**config.mk**
```make
export PLATFORM = sky130hd
export DESIGN_NAME = spi_rx_deser
export DESIGN_NICKNAME = d
export VERILOG_FILES = /design/src/rtl/spi_pkg.sv /design/src/rtl/spi_rx_fifo.sv /design/src/rtl/spi_rx_deser.sv
export SDC_FILE = /design/constraint.sdc
export NUM_CORES = 1
export LEC_CHECK = 0
export ABC_CLOCK_PERIOD_IN_PS = 2200
export BUFFER_PORTS_ARGS = -buffer_cell sky130_fd_sc_hd__buf_2
export CORE_UTILIZATION = 40
export DETAILED_ROUTE_END_ITERATION = 6
export PLACE_DENSITY = 0.69
export SLEW_MARGIN = 30
export SYNTH_ARGS = -nofsm -noshare
export SYNTH_HDL_FRONTEND = slang
export SYNTH_SLANG_ARGS = --single-unit
```
**constraint.sdc**
```tcl
create_clock -name clk -period 2.2 [get_ports clk]
set_input_delay 0.22 -clock clk [delete_from_list [all_inputs] [get_ports clk]]
set_output_delay 0.22 -clock clk [all_outputs]
set_load 0.02 [all_outputs]
```
**src/rtl/spi_pkg.sv**
```systemverilog
// Shared constants and FSM state type for the SPI receive deserializer.
package spi_pkg;
  localparam int DATA_W_DEF = 16;
  localparam int BC_W       = 5;

  typedef enum logic [1:0] {
    IDLE     = 2'd0,
    SHIFT    = 2'd1,
    WAIT_END = 2'd2
  } state_t;
endpackage

```
**src/rtl/spi_rx_fifo.sv**
```systemverilog
// Show-ahead FIFO for received words; rdata always presents the oldest entry.
module spi_rx_fifo #(
  parameter int DW    = 16,
  parameter int DEPTH = 4
) (
  input  logic          clk,
  input  logic          reset,
  input  logic          push,
  input  logic [DW-1:0] wdata,
  input  logic          pop,
  output logic [DW-1:0] rdata,
  output logic          full,
  output logic          empty
);
  localparam int AW = $clog2(DEPTH);

  logic [DEPTH-1:0][DW-1:0] mem;
  logic [AW:0]              wptr, rptr;
  logic                     do_push, do_pop;

  assign empty   = (wptr == rptr);
  assign full    = (wptr[AW] != rptr[AW]) && (wptr[AW-1:0] == rptr[AW-1:0]);
  assign do_pop  = pop && !empty;
  // When full, a simultaneous pop frees the slot being overwritten.
  assign do_push = push && (!full || do_pop);
  assign rdata   = mem[rptr[AW-1:0]];

  always_ff @(posedge clk or posedge reset) begin
    if (reset) begin
      mem  <= '0;
      wptr <= '0;
      rptr <= '0;
    end else begin
      if (do_push) begin
        mem[wptr[AW-1:0]] <= wdata;
        wptr              <= wptr + 1'b1;
      end
      if (do_pop) rptr <= rptr + 1'b1;
    end
  end
endmodule

```
**src/rtl/spi_rx_deser.sv**
```systemverilog
// SPI slave receive deserializer (CPOL=0, MSB first) with a ready/valid output store.
// Define SPI_RX_FIFO_EN for a FIFO_DEPTH-entry FIFO store; otherwise a single holding register.
module spi_rx_deser
  import spi_pkg::*;
#(
  parameter int DATA_W      = DATA_W_DEF,
  parameter int SYNC_STAGES = 2,
  parameter int FIFO_DEPTH  = 4
) (
  input  logic              clk,
  input  logic              reset,
  input  logic              spi_cs_l,
  input  logic              spi_sclk,
  input  logic              spi_data,
  output logic [DATA_W-1:0] rx_data,
  output logic              rx_valid,
  input  logic              rx_ready,
  output logic              frame_err,
  output logic              overflow,
  output logic [BC_W-1:0]   bit_count
);
  if (SYNC_STAGES < 2) begin : g_bad_sync
    $error("SYNC_STAGES must be at least 2");
  end
  if (FIFO_DEPTH < 2 || (FIFO_DEPTH & (FIFO_DEPTH - 1)) != 0) begin : g_bad_depth
    $error("FIFO_DEPTH must be a power of two >= 2");
  end

  logic [SYNC_STAGES-1:0] cs_sync, sclk_sync, data_sync;
  logic                   cs_s, sclk_s, data_s, sclk_d, rise;

  always_ff @(posedge clk or posedge reset) begin
    if (reset) begin
      cs_sync   <= '1;
      sclk_sync <= '0;
      data_sync <= '0;
      sclk_d    <= 1'b0;
    end else begin
      cs_sync   <= {cs_sync[SYNC_STAGES-2:0], spi_cs_l};
      sclk_sync <= {sclk_sync[SYNC_STAGES-2:0], spi_sclk};
      data_sync <= {data_sync[SYNC_STAGES-2:0], spi_data};
      sclk_d    <= sclk_s;
    end
  end

  assign cs_s   = cs_sync[SYNC_STAGES-1];
  assign sclk_s = sclk_sync[SYNC_STAGES-1];
  assign data_s = data_sync[SYNC_STAGES-1];
  assign rise   = sclk_s && !sclk_d;

  // The final bit goes straight into the committed word, so only DATA_W-1 bits are stored.
  state_t            state, state_nxt;
  logic [DATA_W-2:0] sh, sh_nxt;
  logic [BC_W-1:0]   cnt_nxt;
  logic              commit, ferr_nxt, ovf_nxt;
  logic [DATA_W-1:0] commit_word;

  assign commit_word = {sh, data_s};

  always_comb begin
    state_nxt = state;
    sh_nxt    = sh;
    cnt_nxt   = bit_count;
    commit    = 1'b0;
    ferr_nxt  = 1'b0;
    case (state)
      IDLE: begin
        cnt_nxt = '0;
        if (!cs_s) state_nxt = SHIFT;
      end
      SHIFT: begin
        // Final rise wins over a simultaneous cs_l rise: the word is complete.
        if (rise && bit_count == BC_W'(DATA_W - 1)) begin
          cnt_nxt   = bit_count + 1'b1;
          commit    = 1'b1;
          state_nxt = WAIT_END;
        end else if (cs_s) begin
          ferr_nxt  = (bit_count != '0);
          cnt_nxt   = '0;
          sh_nxt    = '0;
          state_nxt = IDLE;
        end else if (rise) begin
          sh_nxt  = {sh[DATA_W-3:0], data_s};
          cnt_nxt = bit_count + 1'b1;
        end
      end
      WAIT_END: begin
        if (cs_s) begin
          cnt_nxt   = '0;
          state_nxt = IDLE;
        end
      end
      default: state_nxt = IDLE;
    endcase
  end

  always_ff @(posedge clk or posedge reset) begin
    if (reset) begin
      state     <= IDLE;
      sh        <= '0;
      bit_count <= '0;
      frame_err <= 1'b0;
      overflow  <= 1'b0;
    end else begin
      state     <= state_nxt;
      sh        <= sh_nxt;
      bit_count <= cnt_nxt;
      frame_err <= ferr_nxt;
      overflow  <= ovf_nxt;
    end
  end

  logic st_full, pop, push;

  assign pop     = rx_valid && rx_ready;
  assign push    = commit && (!st_full || pop);
  assign ovf_nxt = commit && st_full && !pop;

`ifdef SPI_RX_FIFO_EN
  logic st_empty;

  spi_rx_fifo #(.DW(DATA_W), .DEPTH(FIFO_DEPTH)) u_fifo (
    .clk   (clk),
    .reset (reset),
    .push  (push),
    .wdata (commit_word),
    .pop   (pop),
    .rdata (rx_data),
    .full  (st_full),
    .empty (st_empty)
  );
  assign rx_valid = !st_empty;
`else
  logic              hold_vld;
  logic [DATA_W-1:0] hold_data;

  always_ff @(posedge clk or posedge reset) begin
    if (reset) begin
      hold_vld  <= 1'b0;
      hold_data <= '0;
    end else if (push) begin
      hold_vld  <= 1'b1;
      hold_data <= commit_word;
    end else if (pop) begin
      hold_vld  <= 1'b0;
    end
  end

  assign st_full  = hold_vld;
  assign rx_valid = hold_vld;
  assign rx_data  = hold_data;
`endif
endmodule

```
==> results of run 1 <==
==> registers in the layout, summed over array words and instances (netlist names) <==
| signal | cells |
|---|---|
| rx_data | 16 |
| sh | 15 |
| bit_count | 5 |
| cs_sync | 2 |
| data_sync | 2 |
| sclk_sync | 2 |
| state | 2 |
| frame_err | 1 |
| overflow | 1 |
| rx_valid | 1 |
| sclk_d | 1 |
==> metal layers <==
layer	vias up	track usage [%]	part of all wire (%)
met5	-	0	0
li1	564	-	-
met2	21	23.3	50
met1	598	17.8	45
met4	0	8.33	2.4
met3	9	3.29	3.0
==> cell type report <==
class | count | share of cell area (%)
sequential | 48 | 50.0
inverter | 9 | 1.40
timing repair buffer | 34 | 8.19
multi-input combinational | 82 | 32.1
clock inverter | 3 | 1.97
clock buffer | 5 | 2.85
tap | 67 | 3.47
==> power breakdown <==
part / switching (W) / internal [W]
combinational: 0.0000484 / 0.0000392
sequential: 0.0000124 / 0.000900
clock: 0.000313 / 0.000343
==> worst max-delay path: stages (launching register included) <==
cell and delay, ps:
dfrtp_2 450, ha_4 170, and3_1 170, ha_1 190
and3b_1 220, a211oi_4 210, buf_12 200, mux2_2 360
==> timing repair <==
item	in CTS	in global routing
hold endpoints to repair	0	1
endpoints found under the setup margin	0	0
gates resized for setup	0	0
hold buffers	0	1
==> cell families after synthesis <==
| logic type | Yosys count | synth area share, % |
|---|---|---|
| buffers and inverters | 15 | 4.61 |
| adders and majority gates | 3 | 1.82 |
| muxes | 32 | 19.6 |
| AOI/OAI and AO/OA | 10 | 4.25 |
| DFF | 48 | 58.4 |
| and+or+nand+nor | 37 | 11.3 |
==> cell usage after synthesis (2+ instances only) <==
| cell | count |
|---|---|
| inv_1 | 9 |
| clkbuf_1 | 2 |
| dfrtp_1 | 46 |
| mux2_4 | 12 |
| nand2_1 | 3 |
| nand3_1 | 2 |
| buf_6 | 3 |
| nor2b_1 | 17 |
| o2111ai_1 | 2 |
| nand2b_1 | 5 |
| o22ai_1 | 2 |
| mux2_2 | 19 |
| ha_1 | 3 |
| dfstp_2 | 2 |
==> cells in the final DEF (no fill, tap or decap), types with 2 or more instances in the layout <==
master     Yosys  final
dfstp_2        2      2
o2111ai_1      2      2
clkinv_4       0      2
mux2_4        12     12
dfrtp_1       46     44
dfrtp_2        0      2
mux2_2        19     19
o22ai_1        2      2
ha_1           3      2
buf_4          0      3
nand2b_1       5      5
inv_1          9      8
nand2_1        3      3
nor2b_1       17     17
clkbuf_8       0      5
buf_2          0     29
nand3_1        2      2
==> per-stage QoR <==
stage | instance area, um^2 | total power [W] | utilization, % | hold WS, ps | instances
after floorplan | 2080 | 0.000993 | - | 224 | 145
after global placement | 2290 | 0.00101 | 47.2 | 325 | 239
after detailed placement | 2290 | 0.00102 | 47.2 | 330 | 239
after CTS | 2400 | 0.00167 | 49.6 | 1.13 | 247
after global routing | 2410 | 0.00172 | 49.8 | 1.42 | 248
final | 2410 | 0.00166 | 49.8 | 15.4 | 248
==> worst max path at each step <==
stage	from	endpoint	slack (ps)
6_report	bit_count[0]	sh[10]	120
5_1_grt	bit_count[0]	sh[10]	60
4_1_cts	bit_count[0]	sh[10]	120
3_5_place_dp	bit_count[0]	sh[10]	130
3_3_place_gp	bit_count[0]	sh[12]	190
2_1_floorplan	bit_count[0]	sh[14]	10
==> impl_metrics.py, run 1 <==
metrics = {
    "critical_path": {
        "arrival_ps": 2270,
        "endpoint_kind": "flop",
        "reg2reg_from": "bit_count[0]",
        "crit_type": "reg -> reg",
        "cp.required_ps": 2390,
        "critPathMaxFanout": 15,
        "cp-start-kind": "flop",
        "r2r_cells": 7,
        "r2r-end": "sh[10]",
        "r2r_setup_slack_ps": 120,
    },
    "route": {
        "firstDrtPassIters": 4,
        "drt_iter0_drc": 30,
        "drc": 0,
        "wire_per_inst_um": 13.9,
        "ant_nets": 0,
        "vias": 1192,
        "wl_um": 3460,
        "viasPerCell": 4.81,
    },
    "cells_and_area": {
        "multi_input_area_um2": 776,
        "nNetsFinal": 189,
        "seq_area_um2": 1210,
        "layout-drive-gt1-share_pct": 44.8,
        "area_delta_synth_final_pct": 17.1,
        "n_antenna_cell": 0,
        "fillers": 416,
    },
    "timing": {
        "fin_crit_ps": 2080,
        "hold_viol_final": 0,
        "worst-slew-pin-transition_ps": 594,
        "slew_viol_final": 0,
        "max_freq_mhz": 481,
        "setup_tns_ps": 0,
        "worst_slack_ps": 119,
        "skew_ps": 6.36,
        "post-route-period-util_pct": 94.6,
        "slew_headroom_pct": 60.4,
        "rsz0062_at_grt": "false",
        "setup_violations": 0,
    },
    "yosys": {
        "synth_seq_cells": 48,
        "syn-instance-count": 145,
        "syn_area_um2": 2060,
        "yosys_warnings": 0,
        "avgSynthCellArea_um2": 14.2,
        "synth_edf_count": 0,
        "async_reset_ff_share_pct": 100,
        "ys_types": 32,
        "syn_nets": 154,
        "synthTopCellsByArea": "dfrtp_1 56%, mux2_2 10%, mux2_4 8.7%, nor2b_1 5.2%, dfstp_2 2.5%",
        "synthFlopType": "dfrtp_1",
        "synth_top_area_share_pct": 55.8,
        "yosysSeqAreaShare_pct": 58.4,
        "yosys.area.top_type": "dfrtp_1",
    },
    "place": {
        "port_buffers": 29,
        "dp_slack_ps": 134,
        "gp_congestion": 0.854,
        "dp_hpwl_um": 2400,
    },
    "clocking": {
        "cts_tree": "yes",
        "cts_made_buffers": 5,
        "cts_sinks": 48,
        "post_cts_buffers": 0,
        "ctsRootBufferMaster": "clkbuf_8",
        "clkLatencyLatePin_ps": 310,
        "cts.clk_slew.worst_paths_ps": 90,
        "h-tree-depth": 2,
        "cts_buffer_depth": 2,
    },
    "die": {
        "placementRows": 25,
        "pin_count": 30,
        "fp.dieW_um": 73.8,
        "dieArea_um2": 5450,
        "die_y_um": 73.8,
        "core_area_um2": 4850,
        "initial_core_util_pct": 42.5,
    },
    "power": {
        "ir_worst_vdd_mv": 0.433,
        "leakagePower_nw": 1.22,
        "powerDensity_nw_per_um2": 686,
    },
    "global_route": {
        "antenna_found_initial": 0,
        "grt.overflow.total": 0,
        "grt_pass1_wl_um": 5720,
        "first_global_vias": 1213,
        "grt_max_degree": 49,
        "grtUsageTotal_pct": 14.5,
    },
    "run": {
        "drv_cap": 0,
    },
    "min_path": {
        "min_from": "spi_data",
        "min_path_cells": 1,
        "hp-class": "in -> reg",
        "min_to": "data_sync[0]",
    },
    "run_status": {
        "status": "finished clean",
    },
}
(Power assumes the default switching activity.)
==> run 2, diff against run 1 <==
--- a/config.mk
+++ b/config.mk
@@ -10,6 +10,7 @@
 export CORE_UTILIZATION = 40
 export DETAILED_ROUTE_END_ITERATION = 6
 export PLACE_DENSITY = 0.69
+export RECOVER_POWER = 100
 export SLEW_MARGIN = 30
 export SYNTH_ARGS = -nofsm -noshare
 export SYNTH_HDL_FRONTEND = slang
==> impl_metrics.py, run 2 (synthesized netlist as in run 1, its figures left out) <==
metrics = {
    "run_status": {
        "status": "finished clean",
    },
    "global_route": {
        "grt_use_met2_pct": 23.3,
        "met3_usage_pct": 3.29,
        "top_usage_layer": "met2",
        "antenna_found_initial": 0,
        "first_global_vias": 1213,
        "grt.overflow.total": 0,
        "grt_max_degree": 49,
        "grt_pass1_wl_um": 5720,
        "grtUsageTotal_pct": 14.5,
        "use_met1_pct": 17.8,
    },
    "critical_path": {
        "critPathMaxFanout": 15,
        "crit_start": "bit_count[0]",
        "cpPeakStageDelay_ps": 440,
        "arrival_ps": 2260,
        "cp.required_ps": 2390,
        "cp-start-kind": "flop",
        "crit_slowest_cell": "dfrtp_1",
        "r2r-end": "sh[10]",
        "endpoint_kind": "flop",
        "crit_path_end": "sh[10]",
        "r2r_setup_slack_ps": 130,
        "reg2reg_from": "bit_count[0]",
        "crit_type": "reg -> reg",
        "crit_path_cell_trace": "ha_4, and3_1, ha_1, and3b_1, a211oi_4, buf_12, mux2_2",
        "r2r_cells": 7,
    },
    "timing": {
        "setup_violations": 0,
        "skew_ps": 6.97,
        "setup_tns_ps": 0,
        "rsz0062_at_grt": "false",
        "fin_crit_ps": 2070,
        "slew_headroom_pct": 22.7,
        "hold_viol_final": 0,
        "whs_ps": 16.8,
        "slew_viol_final": 0,
        "worst-slew-pin-transition_ps": 1160,
        "worst_slack_ps": 128,
        "post-route-period-util_pct": 94.2,
        "max_freq_mhz": 483,
    },
    "cells_and_area": {
        "final_cell_mix": "45 x dfrtp_1, 24 x clkbuf_1, 19 x mux2_2",
        "largest_reg_flops": 16,
        "n_antenna_cell": 0,
        "final_common_cell": "dfrtp_1",
        "fillers": 436,
        "final_util_pct": 48.2,
        "area_delta_synth_final_pct": 13.3,
        "layout-drive-gt1-share_pct": 24.3,
        "nNetsFinal": 189,
    },
    "route": {
        "firstDrtPassIters": 4,
        "drt_iter0_drc": 30,
        "wire_per_inst_um": 13.9,
        "ant_nets": 0,
        "viasPerCell": 4.81,
        "wl_um": 3440,
        "vias": 1194,
        "drc": 0,
    },
    "power": {
        "leakagePower_nw": 1.11,
        "ir_worst_vdd_mv": 0.431,
        "powerDensity_nw_per_um2": 704,
    },
    "clocking": {
        "cts_made_buffers": 5,
        "clkLatencyLatePin_ps": 310,
        "cts_buffer_depth": 2,
        "cts_tree": "yes",
        "cts_sinks": 48,
        "ctsResizeCount": 0,
        "h-tree-depth": 2,
        "cts.clk_slew.worst_paths_ps": 90,
        "ctsRootBufferMaster": "clkbuf_8",
    },
    "run": {
        "drv_cap": 0,
    },
    "place": {
        "port_buffers": 29,
        "dp_hpwl_um": 2400,
        "gp_congestion": 0.854,
        "dp_slack_ps": 134,
    },
    "die": {
        "initial_core_util_pct": 42.5,
        "fp.dieW_um": 73.8,
        "pin_count": 30,
        "core_area_um2": 4850,
        "die_y_um": 73.8,
        "placementRows": 25,
        "dieArea_um2": 5450,
    },
    "min_path": {
        "hp-class": "in -> reg",
    },
}
-- run 2: report_power, final --
part           leakage, nW   total, W  internal (W)  switching, W
clock network       0.0583   0.000652      0.000342      0.000310
registers            0.646   0.000912      0.000900     0.0000120
logic                0.406  0.0000807     0.0000340     0.0000467
-- run 2: worst max-delay path: cells and delay by family, from the launching register on --
kind / cells / cell delay [ps]
buf+inv: 1 / 180
simple gates: 2 / 390
mux: 1 / 350
flops: 1 / 440
fa+ha+maj: 2 / 370
compound gates: 1 / 210
-- run 2: area by class of cell --
type / instances / area, um^2 / share of cell area, %
clock buffers: 5 / 68.8 / 2.95
clock inverters: 3 / 47.5 / 2.04
inverters: 9 / 33.8 / 1.45
multi-input cells: 82 / 734 / 31.4
flip-flops and latches: 48 / 1200 / 51.6
well taps: 67 / 83.8 / 3.59
repair buffers: 34 / 163 / 6.96
-- run 2: what timing repair did --
| item | in CTS | in global routing |
|---|---|---|
| buffers inserted | 0 | 0 |
| endpoints found under the hold margin | 0 | 1 |
| hold buffers | 0 | 1 |
-- run 2: metrics by stage --
stage                     area (um^2)  cells  power, W
after floorplan                  2080    145  0.000993
after global placement           2290    239   0.00101
after detailed placement         2290    239   0.00102
after CTS                        2400    247   0.00167
after global routing             2340    248   0.00172
final                            2340    248   0.00164
-- run 2: how the worst min path moves through the flow --
stage	from	to	slack, ps	depth (start not counted)
global route	spi_data	data_sync[0]	1	1
floorplan	spi_cs_l	cs_sync[0]	220	0
CTS	spi_cs_l	cs_sync[0]	1	1
detailed placement	spi_data	data_sync[0]	330	1
global placement	spi_cs_l	cs_sync[0]	330	1
finish	spi_data	data_sync[0]	20	1
-- run 2: layer usage --
layer  wire length, um  part of all wire [%]
met1              1540                    45
met2              1700                    49
met3               119                   3.5
met4                84                   2.4
met5                 0                     0
==> run 3, diff against run 2 <==
--- a/config.mk
+++ b/config.mk
@@ -10,7 +10,7 @@
 export CORE_UTILIZATION = 40
 export DETAILED_ROUTE_END_ITERATION = 6
 export PLACE_DENSITY = 0.69
-export RECOVER_POWER = 100
+export RECOVER_POWER = 25
 export SLEW_MARGIN = 30
 export SYNTH_ARGS = -nofsm -noshare
 export SYNTH_HDL_FRONTEND = slang
==> impl_metrics.py, run 3 (synthesized netlist as in run 1, its figures left out) <==
metrics = {
    "critical_path": {
        "reg2reg_from": "bit_count[0]",
        "crit_slowest_cell": "dfrtp_2",
        "crit_path_cell_trace": "ha_4, and3_1, ha_1, and3b_1, a211oi_4, buf_12, mux2_2",
        "critPathMaxFanout": 15,
        "crit_start": "bit_count[0]",
        "endpoint_kind": "flop",
        "cpPeakStageDelay_ps": 450,
        "cp.required_ps": 2390,
        "cp-start-kind": "flop",
        "arrival_ps": 2270,
        "crit_type": "reg -> reg",
    },
    "clocking": {
        "post_cts_buffers": 0,
        "cts_buffer_depth": 2,
        "cts_made_buffers": 5,
        "cts_tree": "yes",
        "ctsRootBufferMaster": "clkbuf_8",
        "cts.clk_slew.worst_paths_ps": 90,
        "h-tree-depth": 2,
        "cts_sinks": 48,
        "ctsResizeCount": 0,
        "hold_buffers": 0,
        "clkLatencyLatePin_ps": 310,
    },
    "timing": {
        "fin_crit_ps": 2080,
        "hold_viol_final": 0,
        "worst-slew-pin-transition_ps": 1160,
        "slew_headroom_pct": 22.5,
        "post-route-period-util_pct": 94.6,
        "max_freq_mhz": 481,
        "setup_tns_ps": 0,
        "setup_violations": 0,
        "rsz0062_at_grt": "false",
        "skew_ps": 6.36,
        "slew_viol_final": 0,
    },
    "cells_and_area": {
        "final_util_pct": 49.7,
        "n_antenna_cell": 0,
        "layout-drive-gt1-share_pct": 44.2,
        "fillers": 417,
        "multi_input_area_um2": 776,
        "design_area_um2": 2410,
        "stdcell_count": 248,
        "largest_reg_flops": 16,
        "seq_area_um2": 1210,
        "final_cell_mix": "44 x dfrtp_1, 29 x buf_2, 19 x mux2_2",
        "area_delta_synth_final_pct": 16.9,
        "nNetsFinal": 189,
        "final_common_cell": "dfrtp_1",
    },
    "global_route": {
        "first_global_vias": 1213,
        "grt_pass1_wl_um": 5720,
        "grtUsageTotal_pct": 14.5,
        "antenna_found_initial": 0,
        "grt.overflow.total": 0,
        "grt_max_degree": 49,
    },
    "power": {
        "leakagePower_nw": 1.22,
        "ir_worst_vdd_mv": 0.432,
        "powerDensity_nw_per_um2": 686,
    },
    "min_path": {
        "hp-class": "in -> reg",
        "min_from": "spi_data",
    },
    "die": {
        "core_area_um2": 4850,
        "dieArea_um2": 5450,
        "die_y_um": 73.8,
        "fp.dieW_um": 73.8,
        "pin_count": 30,
        "initial_core_util_pct": 42.5,
        "placementRows": 25,
    },
    "route": {
        "drc": 0,
        "ant_nets": 0,
        "wl_met2_um": 1730,
        "viasPerCell": 4.80,
        "highest_layer": "met4",
        "firstDrtPassIters": 4,
        "wire_per_inst_um": 13.9,
        "met1_length_um": 1540,
        "vias": 1191,
        "drt_iter0_drc": 30,
        "wl_um": 3460,
        "met3WireLength_um": 103,
    },
    "place": {
        "dp_cells": 239,
        "placed_cell_area_um2": 2290,
        "port_buffers": 29,
        "dp_hpwl_um": 2400,
        "gp_congestion": 0.854,
    },
    "run": {
        "drv_cap": 0,
    },
    "run_status": {
        "status": "finished clean",
    },
}
==> run 3: cell types whose count changed in the layout (fill, tap and decap cells not counted), sizes merged <==
cell    delta
buf       +24
clkbuf    -24
==> run 3: power breakdown <==
part | internal, W | switching (W)
sequential | 0.000900 | 0.0000124
clock | 0.000343 | 0.000313
combinational | 0.0000385 | 0.0000482
==> run 3: cell type report <==
class                      instances  share of cell area (%)
multi-input combinational         82                    32.2
inverter                           9                    1.40
tap                               67                    3.48
timing repair buffer              34                    8.10
sequential                        48                    50.0
clock buffer                       5                    2.85
clock inverter                     3                    1.97
==> run 3: critical path: cells and delay by family, from the launching register on <==
family                     cells  cell delay [ps]
muxes                          1              360
buffers and inverters          1              200
DFF                            1              450
AOI/OAI and AO/OA              1              210
and+or+nand+nor                2              390
adders and majority gates      2              360
==> run 3: per-stage QoR <==
step	setup slack (ps)	power (W)	hold WS (ps)
2_1_floorplan	10.8	0.000993	224
3_3_place_gp	192	0.00101	325
3_5_place_dp	134	0.00102	330
4_1_cts	118	0.00167	1.13
5_1_grt	57.3	0.00172	1.42
6_report	119	0.00166	15.4
==> run 3: path summary, 6_finish.rpt <==
check,cells after the start,slack (ps),endpoint
max,7,120,sh[10]
min,1,20,data_sync[0]
max reg2reg,7,120,sh[10]
min reg2reg,0,360,sclk_sync[1]
max in group asynchronous,3,1150,bit_count[0]
min in group asynchronous,3,280,rx_data[0]
==> run 3: routing by layer <==
| metal | vias up | global-route usage [%] |
|---|---|---|
| met3 | 9 | 3.29 |
| li1 | 564 | - |
| met2 | 21 | 23.3 |
| met5 | - | 0 |
| met1 | 597 | 17.8 |
| met4 | 0 | 8.33 |
